===== src/rtl/i2s_stereo_tx_if.sv =====
// Sample-pair handshake between the audio decode path and the I2S serialiser.
interface i2s_stereo_tx_if #(
    parameter int unsigned SAMPLE_WIDTH = 16
);
    logic [SAMPLE_WIDTH-1:0] l_sample;
    logic [SAMPLE_WIDTH-1:0] r_sample;
    logic                    sample_valid;
    logic                    sample_ready_c;

    modport master (
        output l_sample,
        output r_sample,
        output sample_valid,
        input  sample_ready_c
    );

    modport slave (
        input  l_sample,
        input  r_sample,
        input  sample_valid,
        output sample_ready_c
    );
endinterface


===== src/rtl/i2s_stereo_tx.sv =====
// I2S stereo transmitter for a PCM5102A: one-entry sample hold, BCK/LCK generation,
// MSB-first serialisation with the one-bit I2S delay, and underrun flagging.
module i2s_stereo_tx #(
    parameter int unsigned SAMPLE_WIDTH = 16,
    parameter int unsigned SLOT_WIDTH   = 32,
    parameter int unsigned BCK_DIV      = 4
) (
    input  logic            clk_i,
    input  logic            rst_n_i,
    input  logic            enable_i,
    i2s_stereo_tx_if.slave  smp,
    output logic            bck_o,
    output logic            lck_o,
    output logic            din_o,
    output logic            frame_start_o,
    output logic            underrun_o
);

    localparam int unsigned FRAME_BITS = 2 * SLOT_WIDTH;
    localparam int unsigned BIT_W      = $clog2(FRAME_BITS);
    localparam int unsigned DIV_W      = (BCK_DIV > 1) ? $clog2(BCK_DIV) : 1;

    typedef enum logic {
        ST_IDLE = 1'b0,
        ST_RUN  = 1'b1
    } state_e;

    state_e                  state_q, state_d;
    logic                    hold_full_q, hold_full_d;
    logic [SAMPLE_WIDTH-1:0] hold_l_q, hold_l_d;
    logic [SAMPLE_WIDTH-1:0] hold_r_q, hold_r_d;
    logic [SAMPLE_WIDTH-1:0] shift_l_q, shift_l_d;
    logic [SAMPLE_WIDTH-1:0] shift_r_q, shift_r_d;
    logic [DIV_W-1:0]        div_cnt_q, div_cnt_d;
    logic [BIT_W-1:0]        bit_cnt_q, bit_cnt_d;
    logic                    bck_q, bck_d;
    logic                    lck_q, lck_d;
    logic                    din_q, din_d;
    logic                    frame_start_q, frame_start_d;
    logic                    underrun_q, underrun_d;

    logic                    accept;
    logic                    load;
    logic [BIT_W-1:0]        nxt_bit;
    logic [BIT_W-1:0]        slot_k;
    logic                    nxt_right;
    logic                    in_data;

    assign smp.sample_ready_c = enable_i && !hold_full_q;
    assign accept             = smp.sample_valid && smp.sample_ready_c;

    // State register and all registered outputs.
    always_ff @(posedge clk_i) begin
        if (!rst_n_i) begin
            state_q       <= ST_IDLE;
            hold_full_q   <= 1'b0;
            hold_l_q      <= '0;
            hold_r_q      <= '0;
            shift_l_q     <= '0;
            shift_r_q     <= '0;
            div_cnt_q     <= '0;
            bit_cnt_q     <= '0;
            bck_q         <= 1'b0;
            lck_q         <= 1'b0;
            din_q         <= 1'b0;
            frame_start_q <= 1'b0;
            underrun_q    <= 1'b0;
        end else begin
            state_q       <= state_d;
            hold_full_q   <= hold_full_d;
            hold_l_q      <= hold_l_d;
            hold_r_q      <= hold_r_d;
            shift_l_q     <= shift_l_d;
            shift_r_q     <= shift_r_d;
            div_cnt_q     <= div_cnt_d;
            bit_cnt_q     <= bit_cnt_d;
            bck_q         <= bck_d;
            lck_q         <= lck_d;
            din_q         <= din_d;
            frame_start_q <= frame_start_d;
            underrun_q    <= underrun_d;
        end
    end

    // Next-state: clock division, bit sequencing, frame loads and the hold register.
    always_comb begin
        state_d       = state_q;
        hold_full_d   = hold_full_q;
        hold_l_d      = hold_l_q;
        hold_r_d      = hold_r_q;
        shift_l_d     = shift_l_q;
        shift_r_d     = shift_r_q;
        div_cnt_d     = div_cnt_q;
        bit_cnt_d     = bit_cnt_q;
        bck_d         = bck_q;
        lck_d         = lck_q;
        din_d         = din_q;
        frame_start_d = 1'b0;
        underrun_d    = 1'b0;
        load          = 1'b0;

        nxt_bit   = bit_cnt_q + BIT_W'(1);
        nxt_right = (nxt_bit >= BIT_W'(SLOT_WIDTH));
        slot_k    = nxt_right ? (nxt_bit - BIT_W'(SLOT_WIDTH)) : nxt_bit;
        in_data   = (slot_k >= BIT_W'(1)) && (slot_k <= BIT_W'(SAMPLE_WIDTH));

        if (accept) begin
            hold_l_d    = smp.l_sample;
            hold_r_d    = smp.r_sample;
            hold_full_d = 1'b1;
        end

        unique case (state_q)
            ST_IDLE: begin
                bck_d     = 1'b0;
                lck_d     = 1'b0;
                din_d     = 1'b0;
                div_cnt_d = '0;
                bit_cnt_d = '0;
                if (enable_i) begin
                    state_d = ST_RUN;
                    load    = 1'b1;
                end
            end
            ST_RUN: begin
                if (div_cnt_q == DIV_W'(BCK_DIV - 1)) begin
                    div_cnt_d = '0;
                    bck_d     = !bck_q;
                    // Falling BCK edge: advance the bit and present the next DIN/LCK.
                    if (bck_q) begin
                        if (bit_cnt_q == BIT_W'(FRAME_BITS - 1)) begin
                            bit_cnt_d = '0;
                            lck_d     = 1'b0;
                            din_d     = 1'b0;
                            if (enable_i) begin
                                load = 1'b1;
                            end else begin
                                state_d = ST_IDLE;
                            end
                        end else begin
                            bit_cnt_d = nxt_bit;
                            lck_d     = nxt_right;
                            din_d     = 1'b0;
                            if (in_data) begin
                                if (nxt_right) begin
                                    din_d     = shift_r_q[SAMPLE_WIDTH-1];
                                    shift_r_d = shift_r_q << 1;
                                end else begin
                                    din_d     = shift_l_q[SAMPLE_WIDTH-1];
                                    shift_l_d = shift_l_q << 1;
                                end
                            end
                        end
                    end
                end else begin
                    div_cnt_d = div_cnt_q + DIV_W'(1);
                end
            end
        endcase

        // An empty hold at a load sends a silent frame; accept never coincides with a full hold.
        if (load) begin
            frame_start_d = 1'b1;
            if (hold_full_q) begin
                shift_l_d   = hold_l_q;
                shift_r_d   = hold_r_q;
                hold_full_d = 1'b0;
            end else begin
                shift_l_d  = '0;
                shift_r_d  = '0;
                underrun_d = 1'b1;
            end
        end
    end

    assign bck_o         = bck_q;
    assign lck_o         = lck_q;
    assign din_o         = din_q;
    assign frame_start_o = frame_start_q;
    assign underrun_o    = underrun_q;

endmodule

===== src/flat_wrapper.sv =====
// flat-port wrapper written by rule: the top's interface ports become plain ports
module i2s_stereo_tx_flat 
#(
    parameter int unsigned SAMPLE_WIDTH = 16,
    parameter int unsigned SLOT_WIDTH   = 32,
    parameter int unsigned BCK_DIV      = 4
)
  (clk_i, rst_n_i, enable_i, bck_o, lck_o, din_o, frame_start_o, underrun_o, smp_l_sample, smp_r_sample, smp_sample_valid, smp_sample_ready_c);
  i2s_stereo_tx_if #(.SAMPLE_WIDTH(SAMPLE_WIDTH)) smp_i ();
  input  logic clk_i;
  input  logic rst_n_i;
  input  logic enable_i;
  output logic bck_o;
  output logic lck_o;
  output logic din_o;
  output logic frame_start_o;
  output logic underrun_o;
  input wire logic [$bits(smp_i.l_sample)-1:0] smp_l_sample;
  input wire logic [$bits(smp_i.r_sample)-1:0] smp_r_sample;
  input wire logic [$bits(smp_i.sample_valid)-1:0] smp_sample_valid;
  output wire logic [$bits(smp_i.sample_ready_c)-1:0] smp_sample_ready_c;
  assign smp_i.l_sample = smp_l_sample;
  assign smp_i.r_sample = smp_r_sample;
  assign smp_i.sample_valid = smp_sample_valid;
  assign smp_sample_ready_c = smp_i.sample_ready_c;
  i2s_stereo_tx #(.SAMPLE_WIDTH(SAMPLE_WIDTH), .SLOT_WIDTH(SLOT_WIDTH), .BCK_DIV(BCK_DIV)) u_core (.clk_i(clk_i), .rst_n_i(rst_n_i), .enable_i(enable_i), .smp(smp_i), .bck_o(bck_o), .lck_o(lck_o), .din_o(din_o), .frame_start_o(frame_start_o), .underrun_o(underrun_o));
endmodule

===== config.mk =====
export PLATFORM = sky130hd
export DESIGN_NAME = i2s_stereo_tx_flat
export DESIGN_NICKNAME = d
export VERILOG_FILES = /design/src/rtl/i2s_stereo_tx_if.sv /design/src/rtl/i2s_stereo_tx.sv /design/src/flat_wrapper.sv
export SDC_FILE = /design/constraint.sdc
export NUM_CORES = 1
export LEC_CHECK = 0
export BUFFER_PORTS_ARGS = -buffer_cell sky130_fd_sc_hd__buf_2
export CORE_UTILIZATION = 58
export CTS_CLUSTER_DIAMETER = 120
export DETAILED_ROUTE_END_ITERATION = 6
export PLACE_DENSITY_LB_ADDON = 0.15
export REMOVE_ABC_BUFFERS = 1
export SETUP_SLACK_MARGIN = 0.3
export SYNTH_ARGS = -nofsm -noshare
export SYNTH_HDL_FRONTEND = slang
export SYNTH_SLANG_ARGS = --single-unit

===== constraint.sdc =====
create_clock -name clk_i -period 2.9 [get_ports clk_i]
set_input_delay 0.145 -clock clk_i [delete_from_list [all_inputs] [get_ports clk_i]]
set_output_delay 0.145 -clock clk_i [all_outputs]
set_load 0.05 [all_outputs]

### Yosys cells after proc, flatten, opt, wreduce, memory -nomap -nowiden

Index checks and enable logic that the tools add are counted.

| storage, ports and cells | value |
|---|---|
| register bits | 79 |
| latch bits | 0 |
| bits in writable memories | 0 |
| memory bits (read-only) | 0 |
| input port bits | 36 |
| word-level logic and storage cells | 89 |
| memories | 0 |

| operators by class | value |
|---|---|
| add/sub/neg operators | 3 |
| multipliers | 0 |
| div/mod/pow operators | 0 |
| $lt $le $gt $ge | 3 |
| eq/ne operators | 6 |
| shift operators | 0 |
| muxes and demuxes | 49 |
| bitwise logic cells | 1 |
| reductions and logical operators | 14 |

Operators with widths:

| operator | count |
|---|---|
| 16-bit 2-to-1 mux | 16 |
| 6-bit 2-to-1 mux | 4 |
| 1-bit 2-to-1 mux | 21 |
| 6-bit case mux with 2 select lines | 1 |
| 6-bit AND reduction | 2 |
| 1-bit case mux with 2 select lines | 5 |
| 2-bit nonzero test | 5 |
| 6-bit by 1-bit adder with 6-bit output, second input constant | 1 |
| 6-bit equality test, second input constant | 1 |
| 6-bit by 1-bit >= comparator with 1-bit output, second input constant | 1 |
| 6-bit >= comparator, second input constant | 1 |
| 6-bit by 5-bit less-or-equal comparator with 1-bit output, second input constant | 1 |
| 6-bit subtractor, second input constant | 1 |
| 2-bit by 1-bit != test with 1-bit output, second input constant | 2 |
| 2-bit != test, second input constant | 2 |
| 2-bit case mux with 2 select lines | 1 |
| 2-bit AND reduction | 2 |
| 1-bit logical AND | 3 |
| 2-bit by 1-bit adder with 2-bit output, second input constant | 1 |
| 2-bit equality test, second input constant | 1 |
| 1-bit logical NOT | 2 |
| 2-bit 2-to-1 mux | 1 |
| 1-bit inverter | 1 |

### Depth between registers and ports, before layout

Gate-level depths: netlist of run 1.

| depth | value |
|---|---|
| word-level depth | 11 |
| mapped depth | 8 |
| gate-level depth less buffers | 7 |

### Least setup slack after synthesis of run 1

Ideal clock, no wire load.

| timing | value |
|---|---|
| kind | register -> register |
| start point | reg u_core.bck_q (netlist: u_core.bck_o) |
| end point | reg u_core.shift_l_q[15] |
| library setup time | 0.119 ns |
| arrival time | 2.000 ns |
| path slack | 0.781 ns |
| cell stages (with the launch flop) | 7 |
| buffers on the path | 1 |
| period minus slack after synthesis | 2.119 ns |
| cells stage by stage | dfxtp_1 nand4_1 o21ai_1 clkbuf_1 nand2_1 o31a_1 o221a_2 |

| between the ends | value |
|---|---|
| cells in the longest elaborated chain, start to end | 5 |
| elaborated cells between the ends (all ways) | 11 |
| those cells by class | 2 x eq/ne; 4 x mux; 5 x reduce/logical |

Ends and longest elaborated chain:

| element | line | RTL |
|---|---|---|
| start: declaration | i2s_stereo_tx.sv:36 | `logic bck_q, bck_d;` |
| start signal: assignment | i2s_stereo_tx.sv:77 | `bck_q <= bck_d;` |
| 1-bit 2-to-1 mux | i2s_stereo_tx.sv:130 | `if (bck_q) begin` |
| 1-bit 2-to-1 mux | i2s_stereo_tx.sv:126 | `if (div_cnt_q == DIV_W'(BCK_DIV - 1)) begin` |
| 1-bit case mux with 2 select lines | i2s_stereo_tx.sv:113 | `unique case (state_q)` |
| 2-bit by 1-bit != test with 1-bit output (no source line) or 2-bit nonzero test (tied branches) | n/a |  |
| 6-bit AND reduction (no source line) | n/a |  |
| end signal: assignment | i2s_stereo_tx.sv:73 | `shift_l_q <= shift_l_d;` |
| end: declaration | i2s_stereo_tx.sv:32 | `logic [SAMPLE_WIDTH-1:0] shift_l_q, shift_l_d;` |

Parallel ways exist; a longest one is shown, timed or not.
A chain may end at the register's enable or synchronous reset.

### Worst setup path in the final report of run 1

| timing | value |
|---|---|
| start point | reg u_core.bit_cnt_q[0] |
| end point | reg u_core.shift_r_q[13] |

| between the ends | value |
|---|---|
| cells in the longest elaborated chain, start to end | 7 |
| elaborated cells between the ends (all ways) | 20 |
| those cells by class | 2 x add/sub; 3 x order compare; 2 x eq/ne; 6 x mux; 7 x reduce/logical |

Ends and longest elaborated chain:

| element | line | RTL |
|---|---|---|
| start: declaration | i2s_stereo_tx.sv:35 | `logic [BIT_W-1:0] bit_cnt_q, bit_cnt_d;` |
| start signal: assignment | i2s_stereo_tx.sv:76 | `bit_cnt_q <= bit_cnt_d;` |
| 6-bit by 1-bit adder with 6-bit output or 6-bit equality test (tied branches) | i2s_stereo_tx.sv:102, i2s_stereo_tx.sv:131 |  |
| 6-bit subtractor, or another cell as far along | i2s_stereo_tx.sv:104 | `slot_k = nxt_right ? (nxt_bit - BIT_W'(SLOT_WIDTH)) : nxt_bit;` |
| 6-bit 2-to-1 mux or 1-bit 2-to-1 mux (tied branches) | i2s_stereo_tx.sv:104, i2s_stereo_tx.sv:130 |  |
| 6-bit by 1-bit >= comparator with 1-bit output, or another cell as far along | i2s_stereo_tx.sv:105 | `in_data = (slot_k >= BIT_W'(1)) && (slot_k <= BIT_W'(SAMPLE_WIDTH));` |
| 1-bit logical AND or 1-bit case mux with 2 select lines (tied branches) | i2s_stereo_tx.sv:105, i2s_stereo_tx.sv:113 |  |
| 2-bit nonzero test (no source line) or 2-bit by 1-bit != test with 1-bit output (tied branches) | n/a |  |
| 6-bit AND reduction (no source line) | n/a |  |
| end signal: assignment | i2s_stereo_tx.sv:74 | `shift_r_q <= shift_r_d;` |
| end: declaration | i2s_stereo_tx.sv:33 | `logic [SAMPLE_WIDTH-1:0] shift_r_q, shift_r_d;` |

Parallel ways exist; a longest one is shown, timed or not.

==> results of run 1 <==
[power groups by stage]
stage          clock, mW  sequential (mW)  combinational [mW]
3_5_place_dp           0             1.19               0.245
5_1_grt            0.880             1.17               0.273
3_3_place_gp           0             1.19               0.238
6_report           0.820             1.16               0.243
2_1_floorplan          0             1.19               0.152
4_1_cts            0.836             1.16               0.245
[how the worst max path moves through the flow]
stage / start / endpoint / depth (start not counted) / slack, ps
3_3_place_gp: u_core.bit_cnt_q[0] / u_core.shift_l_q[2] / 7 / 530
3_5_place_dp: u_core.bit_cnt_q[0] / u_core.shift_r_q[10] / 7 / 440
2_1_floorplan: u_core.bck_o / u_core.shift_l_q[15] / 5 / -710
6_report: u_core.bit_cnt_q[0] / u_core.shift_r_q[13] / 7 / 530
4_1_cts: u_core.bit_cnt_q[0] / u_core.shift_r_q[13] / 7 / 420
5_1_grt: u_core.div_cnt_q[0] / u_core.shift_l_q[15] / 6 / 370
[metrics by stage]
stage	setup slack (ps)	utilization (%)	area [um2]	power, mW
2_1_floorplan	-715	-	3480	1.34
3_3_place_gp	526	64.2	3870	1.43
3_5_place_dp	444	64.2	3870	1.43
4_1_cts	421	67.4	4060	2.24
5_1_grt	369	67.5	4070	2.32
6_report	525	67.5	4070	2.23
[worst max-delay path, cell delays in order (launching register included)]
cell and delay, ps:
sky130_fd_sc_hd__dfxtp_1 430, sky130_fd_sc_hd__ha_1 290, sky130_fd_sc_hd__nand2_2 110, sky130_fd_sc_hd__or4_4 550
sky130_fd_sc_hd__o2111ai_4 100, sky130_fd_sc_hd__buf_6 290, sky130_fd_sc_hd__a21oi_4 180, sky130_fd_sc_hd__o221a_2 310
[sequential cells by signal, summed over array words and instances (netlist names), 2 cells and up]
| register | flops |
|---|---|
| u_core.bit_cnt_q | 6 |
| u_core.div_cnt_q | 2 |
| u_core.shift_r_q | 16 |
| u_core.shift_l_q | 16 |
| u_core.hold_l_q | 16 |
| u_core.hold_r_q | 16 |
[metal layers]
metal / global-route usage [%] / share of wire (%)
met5: 0 / 0
met4: 10.4 / 1.5
met3: 4.11 / 2.8
met2: 41.1 / 47
met1: 30.1 / 49
[final cells by class]
| cell class | instances | share of cell area [%] |
|---|---|---|
| repair buffers | 51 | 6.98 |
| inverters | 5 | 0.461 |
| multi-input cells | 295 | 46.5 |
| flip-flops and latches | 79 | 38.9 |
| clock inverters | 3 | 1.05 |
| well taps | 75 | 2.31 |
| clock buffers | 12 | 3.81 |
[cell families (layout without fill, tap and decap cells)]
| kind of cell | Yosys count | after routing | share of synthesized area [%] |
|---|---|---|---|
| compound gates | 115 | 115 | 28.9 |
| flops | 79 | 79 | 43.1 |
| fa+ha+maj | 3 | 3 | 1.02 |
| xor+xnor | 4 | 4 | 0.955 |
| mux | 1 | 1 | 0.273 |
| simple gates | 172 | 172 | 20.1 |
| buf+inv | 41 | 71 | 5.66 |
[cell usage in the layout, fill, tap and decap left out, types with 2 or more instances in the layout]
cell type                  count
sky130_fd_sc_hd__buf_4         9
sky130_fd_sc_hd__nand2_1     139
sky130_fd_sc_hd__a21oi_1       5
sky130_fd_sc_hd__nor3_1        3
sky130_fd_sc_hd__a21boi_0     33
sky130_fd_sc_hd__nor2b_1       2
sky130_fd_sc_hd__o221a_2      14
sky130_fd_sc_hd__o21ai_0       6
sky130_fd_sc_hd__nand3_1       3
sky130_fd_sc_hd__ha_1          3
sky130_fd_sc_hd__o31a_1       30
sky130_fd_sc_hd__o221a_1      16
sky130_fd_sc_hd__nand4_1       4
sky130_fd_sc_hd__clkbuf_8     11
sky130_fd_sc_hd__buf_2        41
sky130_fd_sc_hd__and2_1        3
sky130_fd_sc_hd__dfxtp_1      79
sky130_fd_sc_hd__xnor2_1       3
sky130_fd_sc_hd__nor2_1        7
sky130_fd_sc_hd__inv_1         5
sky130_fd_sc_hd__a21oi_4       2
==> out/summary.md, run 1 <==
The run finished with clean final reports. The H-tree depth is 3. Global routing finished with a remaining overflow of 0.

The global-route wire length before repair is 12500 um. Library cell occupying the most area in the post-synthesis netlist: sky130_fd_sc_hd__dfxtp_1. The floorplan step defined a die boundary enclosing 0.00665 mm2.

Data arrives at the worst endpoint at 2610 ps. The total area inside the core boundary comes to 0.00603 mm2. Entering global routing, the biggest net connects 36 pins. The synthesized design contains 0 enable-type register cells. Based on the critical path, the design can be clocked at up to 421 MHz. In the final layout, flip-flops and latches occupy 0.00158 mm2.

The routed design has 7130 um of wire. Prevailing post-synth register cell: sky130_fd_sc_hd__dfxtp_1. Compared with the post-synthesis result, the final layout area differs by 10.8%. The sum of negative setup slack is 0 ps. The clock root buffer master was sky130_fd_sc_hd__clkbuf_8.

For the maximum vdd ir drop, the log shows 0.000353 V. The mapped netlist covers 0.00367 mm2. Across the run, the number of max-cap violations was 0. Synthesized instance count: 415. The total power divided by cell area is 547 mW/mm2. Once detail routing completed, the nets flagged for antenna violations numbered 0. For hold timing, the worst endpoint is u_core.hold_l_q[9]. The count of pins over their slew limit came out at 0. The tools report the sort of element at the start of the critical path as a flop. Internal power: 1.68 mW.

The via count of the first global-routing pass is 2738. Among all cell types in the netlist, the one instantiated most often is sky130_fd_sc_hd__nand2_1. The critical path endpoint category is a flop.

Hold timing on the final database bottoms out at a slack of 44.2 ps. The synthesized netlist contains 44 unique library cells. Summing over every cut layer, the via total after detailed routing is 2948. The worst setup path is of the reg2reg kind. The logs give 10.9% for the share of total power in combinational logic and 0 for the count of antenna diodes in the layout. For the pin with the worst max-slew slack, the measured transition is 486 ps. Number of antenna violations at the first check in global routing: 0.

After detailed routing, the number of vias per cell comes to 5.67. The count of port buffers added during placement works out to 41. The end of the worst register-to-register path was u_core.shift_r_q[13]. The switching part of the total power was 24.5%; the buffer count from post-CTS setup fixing was 0.

The worst hold path passes through 3 cells. Sequential group share of total power: 52.3%. The overall die height is 81.5 um, and the worst endpoint required time is 3130 ps.

The share of power burned in the clock network was 36.8%. The count of TritonRoute iterations in the first routing pass is 4. Clock skew on the completed layout was measured at 9.85 ps. TritonCTS built the clock tree. Setup repair after global routing left no endpoint under its margin.

The multi-input combinational cells in the finished layout cover a total of 0.00189 mm2. The congestion estimate from routability-driven global placement came to 0.856. After clock tree synthesis, the clock-pin slew on the worst setup and hold paths is 80 ps. The total routing resource utilization after global routing is 24.2%. The synthesized design contains 79 register bits. The number of buffers created by CTS is 9, and the horizontal die dimension is 81.5 um. At the end of the flow, the number of nets in the layout was 480.

A synthesized cell averages 8.84 um2. The cts-stage hold buffer count was 0. The startpoint identified for the worst register-to-register timing path is u_core.bit_cnt_q[0].

Path category of the worst min-delay check: in2reg. The initialized floorplan defines 28 standard-cell rows. For this design the total switching power over the nets is 0.545 mW. The Yosys step of the flow raised 0 warnings. The initial utilization of the core area, before any placement, comes to 60.9%. After synthesis, the cell types taking the most area are sky130_fd_sc_hd__dfxtp_1 (43%), sky130_fd_sc_hd__nand2_1 (14%), sky130_fd_sc_hd__o31a_1 (7.2%).

In this run the register-to-register setup slack is 530 ps. Count of routing violations after the opening detailed-route iteration: 156. After synthesis, flip-flops and latches occupy 43.1% of the total area.

The HPWL after detailed placement is 4570 um. Counting flops with an async set or reset pin after synthesis yields a share of 0%. The post-route netlist has 21.6% of its cells at a drive strength greater than 1.

The post-cts resize count was 0. Including well taps, the total number of placed cells is 505. The final-report setup violation count was 0. The run gives 2 as the largest buffer count on any clock path. The top cell type by area accounts for 43.1% of the synthesized area. In this run the worst path has a maximum fanout of 32. The final critical-path required period was 2370 ps. The tools report the number of cells in the finished layout apart from fillers as 520. The clock net in this run drives a total of 79 sinks. The tools report the number of hold violations in the final report as 0.

Count of fill cells added during filler insertion: 516. The commonest cells after synthesis are sky130_fd_sc_hd__nand2_1 (139), sky130_fd_sc_hd__dfxtp_1 (79), sky130_fd_sc_hd__a21boi_0 (33). The final period utilization was 81.9%; the count of pins on the block boundary was 42. For this run, design rule violations remaining after detail routing come to 0. Dividing the detail-routed wire length by the instance count gives 13.7 um. The worst hold path begins at smp_l_sample[9]. For the normalized max-slew margin, the log shows 67.3%. The worst-case reg-to-reg path depth was 7. The analysis attributes to cell leakage a power of 1.52 nW.

The clock latency of the later-clocked register in the worst-skew pair was 340 ps.
Note: power is estimated with default switching activity, not from simulation.
==> run 2: changes to the inputs <==
clock period = 2.34 ns   (was 2.9 ns; I/O delays follow)
==> run 2 against run 1 <==
Register-to-register slack got worse by 280 ps. Largest cell class unchanged. Setup slack worse by 280 ps. Clock power increased by 13%. Utilization grew 5.2 points. Worst hold slack worse by 33 ps. Final area rose by 7.7%. First-iteration DRC count increased by 47%. Via count rose by 5.3%. Die area stayed put. Critical path type unchanged. Routed wire length up 13%. Global-route usage grew 2.0 points.
==> out/summary.md, run 2 (synthesis gave the netlist of run 1 again) <==
Total power: 2.72 mW (+22%). The tools report the final-report setup violation count as 0 (unchanged). The leading cell type in the layout, fill and taps excluded was sky130_fd_sc_hd__nand2_1. The logs give 32.4% (+2.3 points) for the met1 capacity usage during global routing and 0.866 (+1.1%) for the placer's final routability congestion estimate. The number of cells in the finished layout apart from fillers was 538 (+3.5%).

The run gives 0.708 mW (+30%) as the net switching component of the power. The total routing resource utilization after global routing was 26.2% (+2.0 points). For the met2 capacity usage during global routing, the log shows 43.3% (+2.2 points).

Most heavily used metal layer in global routing: met2. For the total placed cells including tap cells, the log shows 510 (+0.99%). The worst setup path is launched from a flop. The worst hold path terminates at u_core.hold_l_q[15]. The count of pins on the block boundary is 42 (unchanged). The tools report the fraction of met3 tracks used by global routing as 5.00% (+0.89 points). The worst-case reg-to-reg path depth came out at 8 (+1).

The logs give 79 (unchanged) for the number of sinks on the clock net and 2330 ps (-280 ps) for the arrival time of data at the critical path endpoint. The tools report the final wirelength as 8050 um (+13%). The overall via count from detail_route was 3105 (+5.3%). Critical setup path kind: reg2reg.

The overall die height works out to 81.5 um (unchanged). STA classifies the critical path endpoint as a flop. The share of post-route cells with drive strength above 1 came out at 24.4% (+2.8 points). The H-tree depth is 3 (unchanged), and the static power due to leakage is 1.66 nW (+9.4%).

The number of buffers created by CTS was 9 (unchanged); the number of maximum-capacitance violations was 0 (unchanged). TritonCTS built the clock tree. The tools report the worst setup slack after layout as 244 ps (-282 ps). Maximum vdd ir drop: 0.000486 V (+38%).

Final cell area excluding filler cells: 0.00438 mm2 (+7.7%). The remaining global-route overflow came out at 0 (unchanged). The flow ran to the end, and the final reports show no timing, DRC or antenna violations.

The number of nets with antenna violations after detailed routing is 0 (unchanged). The via density per instance was 5.77 (+1.8%). The tools report the clock root buffer master as sky130_fd_sc_hd__clkbuf_8. The share of total power in combinational logic is 12.9% (+2.0 points). The worst endpoint required time is 2570 ps (-560 ps). The tools report the initial core utilization as 60.9% (unchanged). Cell row count: 28 (unchanged). The worst-margin pin slew is 455 ps (-30.4 ps), and the number of cells on the worst hold path is 3 (unchanged).

Count of antenna diodes in the layout: 0 (unchanged). The logs give 2898 (+5.8%) for the via count of the first global-routing pass and 62 (+72%) for the pin count of the biggest net entering global routing. The core footprint was 0.00603 mm2 (unchanged); the number of hold violations in the final report was 0 (unchanged).

The routed wirelength normalized by instance count is 15.0 um (+9.1%), and the achievable frequency is 477 MHz (+13%). The clock latency of the later-clocked register in the worst-skew pair came out at 350 ps (about the same). The slack of the worst reg-to-reg path is 240 ps (-280 ps). The count of fill cells added during filler insertion is 485 (-6.0%), and the die area is 0.00665 mm2 (unchanged). The run gives 53.0% (+0.7 points) as the sequential group share of total power. The CTS clock-pin slew for the worst setup and hold paths works out to 80 ps (about the same). The flip-flop and latch area was 0.00159 mm2 (+0.55%); the share of power burned in the clock network was 34.1% (-2.7 points).

Setup repair after global routing could not meet its margin everywhere. The total power divided by cell area works out to 620 mW/mm2 (+13%). For the area used by multi-input combinational logic, the log shows 0.00198 mm2 (+4.8%).

Hold path startpoint: smp_l_sample[15]. The normalized max-slew margin is 69.4% (+2.0 points). The residual DRC count came out at 0 (unchanged). The tools report the number of antenna violations at the first check in global routing as 0 (unchanged). The min-delay analysis places its worst path in the category in2reg. The count of port buffers added during placement is 41 (unchanged), and the switching part of the total power is 26.1% (+1.6 points). The largest driver fanout on the critical path works out to 8 (-75%).

The largest buffer count on any clock path is 2 (unchanged). The count of TritonRoute iterations in the first routing pass came out at 5 (+1). The endpoint identified for the worst register-to-register timing path is u_core.shift_l_q[10]. The final setup skew is 10.8 ps (+0.959 ps). The horizontal die dimension was 81.5 um (unchanged); the area after detailed placement was 0.00393 mm2 (+1.6%).

For the internal power, the log shows 2.01 mW (+19%). The tools report the count of routing violations after the opening detailed-route iteration as 230 (+47%). The final HPWL from detailed placement is 4610 um (+1.1%), and the global-route wire length before repair is 13200 um (+5.4%).

The run gives 187 ps (-256 ps) as the minimum setup slack after placement. The growth of design area from synthesis to finish was 19.4%; the final critical-path required period was 2100 ps (-278 ps). The final period utilization works out to 89.6% (+7.7 points). In the layout the commonest cells are sky130_fd_sc_hd__nand2_1 (138), sky130_fd_sc_hd__dfxtp_1 (76), sky130_fd_sc_hd__buf_2 (41). For the final layout net count, the log shows 497 (+3.5%). Count of pins over their slew limit: 0 (unchanged).

The worst register-to-register path begins at u_core.bit_cnt_q[0].
[run 2: cell count changes in the layout (fill, tap and decap cells not counted), sizes merged]
cell         before  now
clkinv            1    2
dlygate4sd3       0    8
bufinv            1    0
clkbuf           12   15
buf              51   58
[run 2: how the worst max path moves through the flow]
stage	startpoint	to	slack [ps]
finish	u_core.bit_cnt_q[0]	u_core.shift_l_q[10]	240
global route	u_core.bit_cnt_q[0]	u_core.shift_l_q[10]	170
CTS	u_core.bit_cnt_q[0]	u_core.shift_r_q[12]	300
detailed placement	u_core.bit_cnt_q[0]	u_core.shift_r_q[12]	190
global placement	u_core.bit_cnt_q[0]	u_core.shift_l_q[2]	240
floorplan	u_core.bck_o	u_core.shift_l_q[15]	-1280
[run 2: area by class of cell]
class / count / share of cell area, %
multi-input cells: 295 / 45.3
clock inverters: 3 / 0.400
well taps: 75 / 2.14
flip-flops and latches: 79 / 36.3
clock buffers: 13 / 3.63
inverters: 5 / 0.486
repair buffers: 68 / 11.8
[run 2: power by group through the flow]
stage	clock (mW)	sequential [mW]	combinational, mW
detailed placement	0	1.47	0.315
CTS	0.944	1.44	0.331
floorplan	0	1.48	0.189
finish	0.926	1.44	0.350
global placement	0	1.47	0.308
global route	1.00	1.45	0.388
[run 2: per-layer routing]
layer  vias to the layer above  wire length [um]
li1                       1544                 -
met1                      1466              3850
met2                        77              3730
met3                        18               282
met4                         0               186
met5                         -                 0
[run 2: repair_timing]
item,4_1_cts,5_1_grt
hold buffers,8,0
setup buffers,1,1
cloned,0,2
endpoints found under the hold margin,8,0
pin swaps,1,5
setup endpoints to repair,31,31
gates resized for setup,7,17
[run 2: critical path: stages (launching register included)]
cell and delay, ps:
sky130_fd_sc_hd__dfxtp_4 380, sky130_fd_sc_hd__inv_4 60, sky130_fd_sc_hd__ha_4 120, sky130_fd_sc_hd__nand2_2 60, sky130_fd_sc_hd__a221oi_4 300, sky130_fd_sc_hd__o2111ai_4 300, sky130_fd_sc_hd__buf_8 230, sky130_fd_sc_hd__o31a_1 300
sky130_fd_sc_hd__o221a_1 220
[run 2: per-stage QoR]
| stage | hold WS (ps) | utilization (%) | TNS, ps |
|---|---|---|---|
| 5_1_grt | 12.7 | 72.7 | 0 |
| 3_3_place_gp | 366 | 65.2 | 0 |
| 4_1_cts | 0.0837 | 70.2 | 0 |
| 6_report | 10.9 | 72.7 | 0 |
| 3_5_place_dp | 372 | 65.2 | 0 |
| 2_1_floorplan | 245 | - | -44640 |
==> run 3: changes to the inputs <==
CORE_MARGIN = 2   (was unset)
REMOVE_ABC_BUFFERS = unset   (was 1)
==> run 3 against run 2 <==
Final area shrank 2.1%. Sequential power is essentially flat. Die area grew 5.0%. Power shrank 3.6%. Critical path depth is the same. Cell count shrank 0.74%. Via count shrank 0.32%. Register-to-register slack is essentially flat. Clock power shrank 7.6%. Routed wire length shrank 1.2%.
==> out/summary.md, run 3 (synthesis gave the netlist of run 1 again) <==
The flow ran to the end, and the final reports show no timing, DRC or antenna violations. Setup repair after global routing could not meet its margin everywhere. The horizontal die dimension works out to 83.5 um (+2.5%). The worst-margin pin slew works out to 572 ps (+117 ps).

The final-report setup violation count came out at 0 (unchanged). The maximum vdd ir drop is 0.000440 V (-9.5%). For the normalized max-slew margin, the log shows 61.8% (-7.5 points).

TritonCTS built the clock tree. The share of post-route cells with drive strength above 1 was 26.1% (+1.7 points); the routed wirelength normalized by instance count was 14.9 um (-0.41%). The worst setup path is captured at a flop. The via density per instance was 5.80 (+0.42%). The worst-case reg-to-reg path depth is 8 (unchanged), and the static power due to leakage is 1.60 nW (-3.4%). Compared with the post-synthesis result, the final layout area differs by 16.9%.

The tools report the worst hold slack as 17.9 ps (+6.97 ps). The logs give 28 (unchanged) for the cell row count and 0 (unchanged) for the count of pins over their slew limit. The tools report the sort of element at the start of the critical path as a flop.

Total power divided by cell area: 610 mW/mm2 (-1.6%). Overall die height: 83.5 um (+2.5%). Final critical-path required period: 2090 ps (-6.26 ps).

The startpoint identified for the worst register-to-register timing path is u_core.bit_cnt_q[1]. The logs give 3 (unchanged) for the H-tree depth and 0.00603 mm2 (unchanged) for the core footprint. The clock latency of the later-clocked register in the worst-skew pair is 340 ps (about the same). The run gives 7960 um (-1.2%) as the final wirelength.

The count of port buffers added during placement was 41 (unchanged). The worst endpoint required time is 2570 ps (about the same), and the final period utilization is 89.3% (-0.27 points). Largest buffer count on any clock path: 2 (unchanged). For the number of maximum-capacitance violations, the log shows 0 (unchanged).

The library cell used most frequently in the layout, excluding fill and tap cells, is sky130_fd_sc_hd__nand2_1. The count of TritonRoute iterations in the first routing pass came out at 4 (-1). The largest driver fanout on the critical path works out to 8 (unchanged). The hold path startpoint is smp_l_sample[5].

The number of cells on the worst hold path is 3 (unchanged). For the placer's final routability congestion estimate, the log shows 0.849 (-2.0%). The tools report the total power as 2.62 mW (-3.6%). The number of buffers created by CTS came out at 9 (unchanged). Total routing resource utilization after global routing: 23.5% (-2.7 points). The count of pins on the block boundary is 42 (unchanged), and the number of hold violations in the final report is 0 (unchanged). Pin count of the biggest net entering global routing: 62 (unchanged).

The count of routing violations after the opening detailed-route iteration is 150 (-35%). The number of antenna violations at the first check in global routing was 0 (unchanged); the number of nets produced by synthesis was 454. The run gives 3095 (-0.32%) as the overall via count from detail_route. The tools report the arrival time of data at the critical path endpoint as 2320 ps (about the same). The final HPWL from detailed placement came out at 4670 um (+1.3%). Final setup skew: 6.40 ps (-4.40 ps). The number of sinks on the clock net was 79 (unchanged).

Hold path endpoint: u_core.hold_l_q[5]. The critical setup path kind is reg2reg. The slack of the worst reg-to-reg path was 250 ps (about the same). The worst register-to-register path ends at u_core.shift_r_q[7].

For the achievable frequency, the log shows 478 MHz (+0.30%). The run gives 0 (unchanged) as the number of nets with antenna violations after detailed routing. Remaining global-route overflow: 0 (unchanged). The top cell types in the final layout, fill and taps aside, are sky130_fd_sc_hd__nand2_1 (137), sky130_fd_sc_hd__dfxtp_1 (75), sky130_fd_sc_hd__buf_2 (41). The residual DRC count was 0 (unchanged).

For the sum of negative setup slack, the log shows 0 ps (unchanged). The count of antenna diodes in the layout was 0 (unchanged). The tightest min-delay check is of the in2reg type. The tools report the die area as 0.00698 mm2 (+5.0%). The CTS clock-pin slew for the worst setup and hold paths works out to 80 ps (about the same). For the via count of the first global-routing pass, the log shows 2995 (+3.3%). The logs give 13600 um (+3.4%) for the global-route wire length before repair and 496 (-0.20%) for the final layout net count.

The tools report the initial core utilization as 60.9% (unchanged). The root buffer cell chosen for the clock tree is sky130_fd_sc_hd__clkbuf_8.
==> run 3: cell count changes in the layout (fill, tap and decap cells not counted), moves of 4 or more <==
cell | before | now
sky130_fd_sc_hd__dlygate4sd3_1 | 8 | 0
sky130_fd_sc_hd__o221a_2 | 8 | 13
sky130_fd_sc_hd__o221a_4 | 6 | 1
sky130_fd_sc_hd__buf_4 | 12 | 16
sky130_fd_sc_hd__buf_6 | 0 | 4
==> run 3: how the worst max path moves through the flow <==
stage                     slack [ps]                    to  cells after the start                 from
after floorplan                  300  u_core.shift_l_q[15]                      7  u_core.bit_cnt_q[0]
after global placement           230   u_core.shift_l_q[5]                      7  u_core.bit_cnt_q[0]
after detailed placement         160   u_core.shift_l_q[6]                      8  u_core.bit_cnt_q[0]
after CTS                        300  u_core.shift_r_q[13]                      8  u_core.bit_cnt_q[1]
after global routing             200   u_core.shift_r_q[2]                      8  u_core.bit_cnt_q[1]
final                            250   u_core.shift_r_q[7]                      8  u_core.bit_cnt_q[1]
==> run 3: timing repair <==
| item | in CTS | in global routing |
|---|---|---|
| pin swaps | 5 | 12 |
| buffers inserted | 5 | 3 |
| setup endpoints to repair | 32 | 32 |
| hold buffers | 0 | 0 |
| gates cloned | 3 | 1 |
| gates resized for setup | 10 | 13 |
==> run 3: metrics by stage <==
step | instance area, um2 | setup slack [ps] | cells | util, %
floorplan | 3670 | 302 | 415 | -
global placement | 3910 | 232 | 509 | 64.9
detailed placement | 3910 | 156 | 509 | 64.9
CTS | 4190 | 301 | 530 | 69.6
global route | 4290 | 200 | 534 | 71.2
finish | 4290 | 250 | 534 | 71.2
==> run 3: area by class of cell <==
| class | count | area [um2] |
|---|---|---|
| Fill cell | 494 | 1740 |
| Multi-Input combinational cell | 297 | 1980 |
| Clock inverter | 1 | 7.51 |
| Clock buffer | 12 | 145 |
| Inverter | 5 | 18.8 |
| Sequential cell | 79 | 1590 |
| Timing Repair Buffer | 65 | 455 |
| Tap cell | 75 | 93.8 |
==> run 3: worst max-delay path, cell delays in order, from the launching register on <==
cell	delay [ps]
sky130_fd_sc_hd__dfxtp_4	370
sky130_fd_sc_hd__inv_2	50
sky130_fd_sc_hd__ha_4	150
sky130_fd_sc_hd__and2b_2	180
sky130_fd_sc_hd__or4_4	530
sky130_fd_sc_hd__o2111ai_4	150
sky130_fd_sc_hd__a21oi_4	130
sky130_fd_sc_hd__clkbuf_16	170
sky130_fd_sc_hd__o221a_1	250
==> run 3: report_power, final <==
part           switching [mW]  internal (mW)
sequential             0.0342           1.41
clock                   0.458          0.398
combinational           0.180          0.143
==> run 3: per-layer routing <==
metal  GRT usage, %  wire, um  share of wire (%)  vias up
li1               -         -                  -     1544
met1           29.3      3570                 45     1483
met2           39.6      4000                 50       55
met3           5.64       275                3.5       13
met4           8.80       113                1.4        0
met5              0         0                  0        -
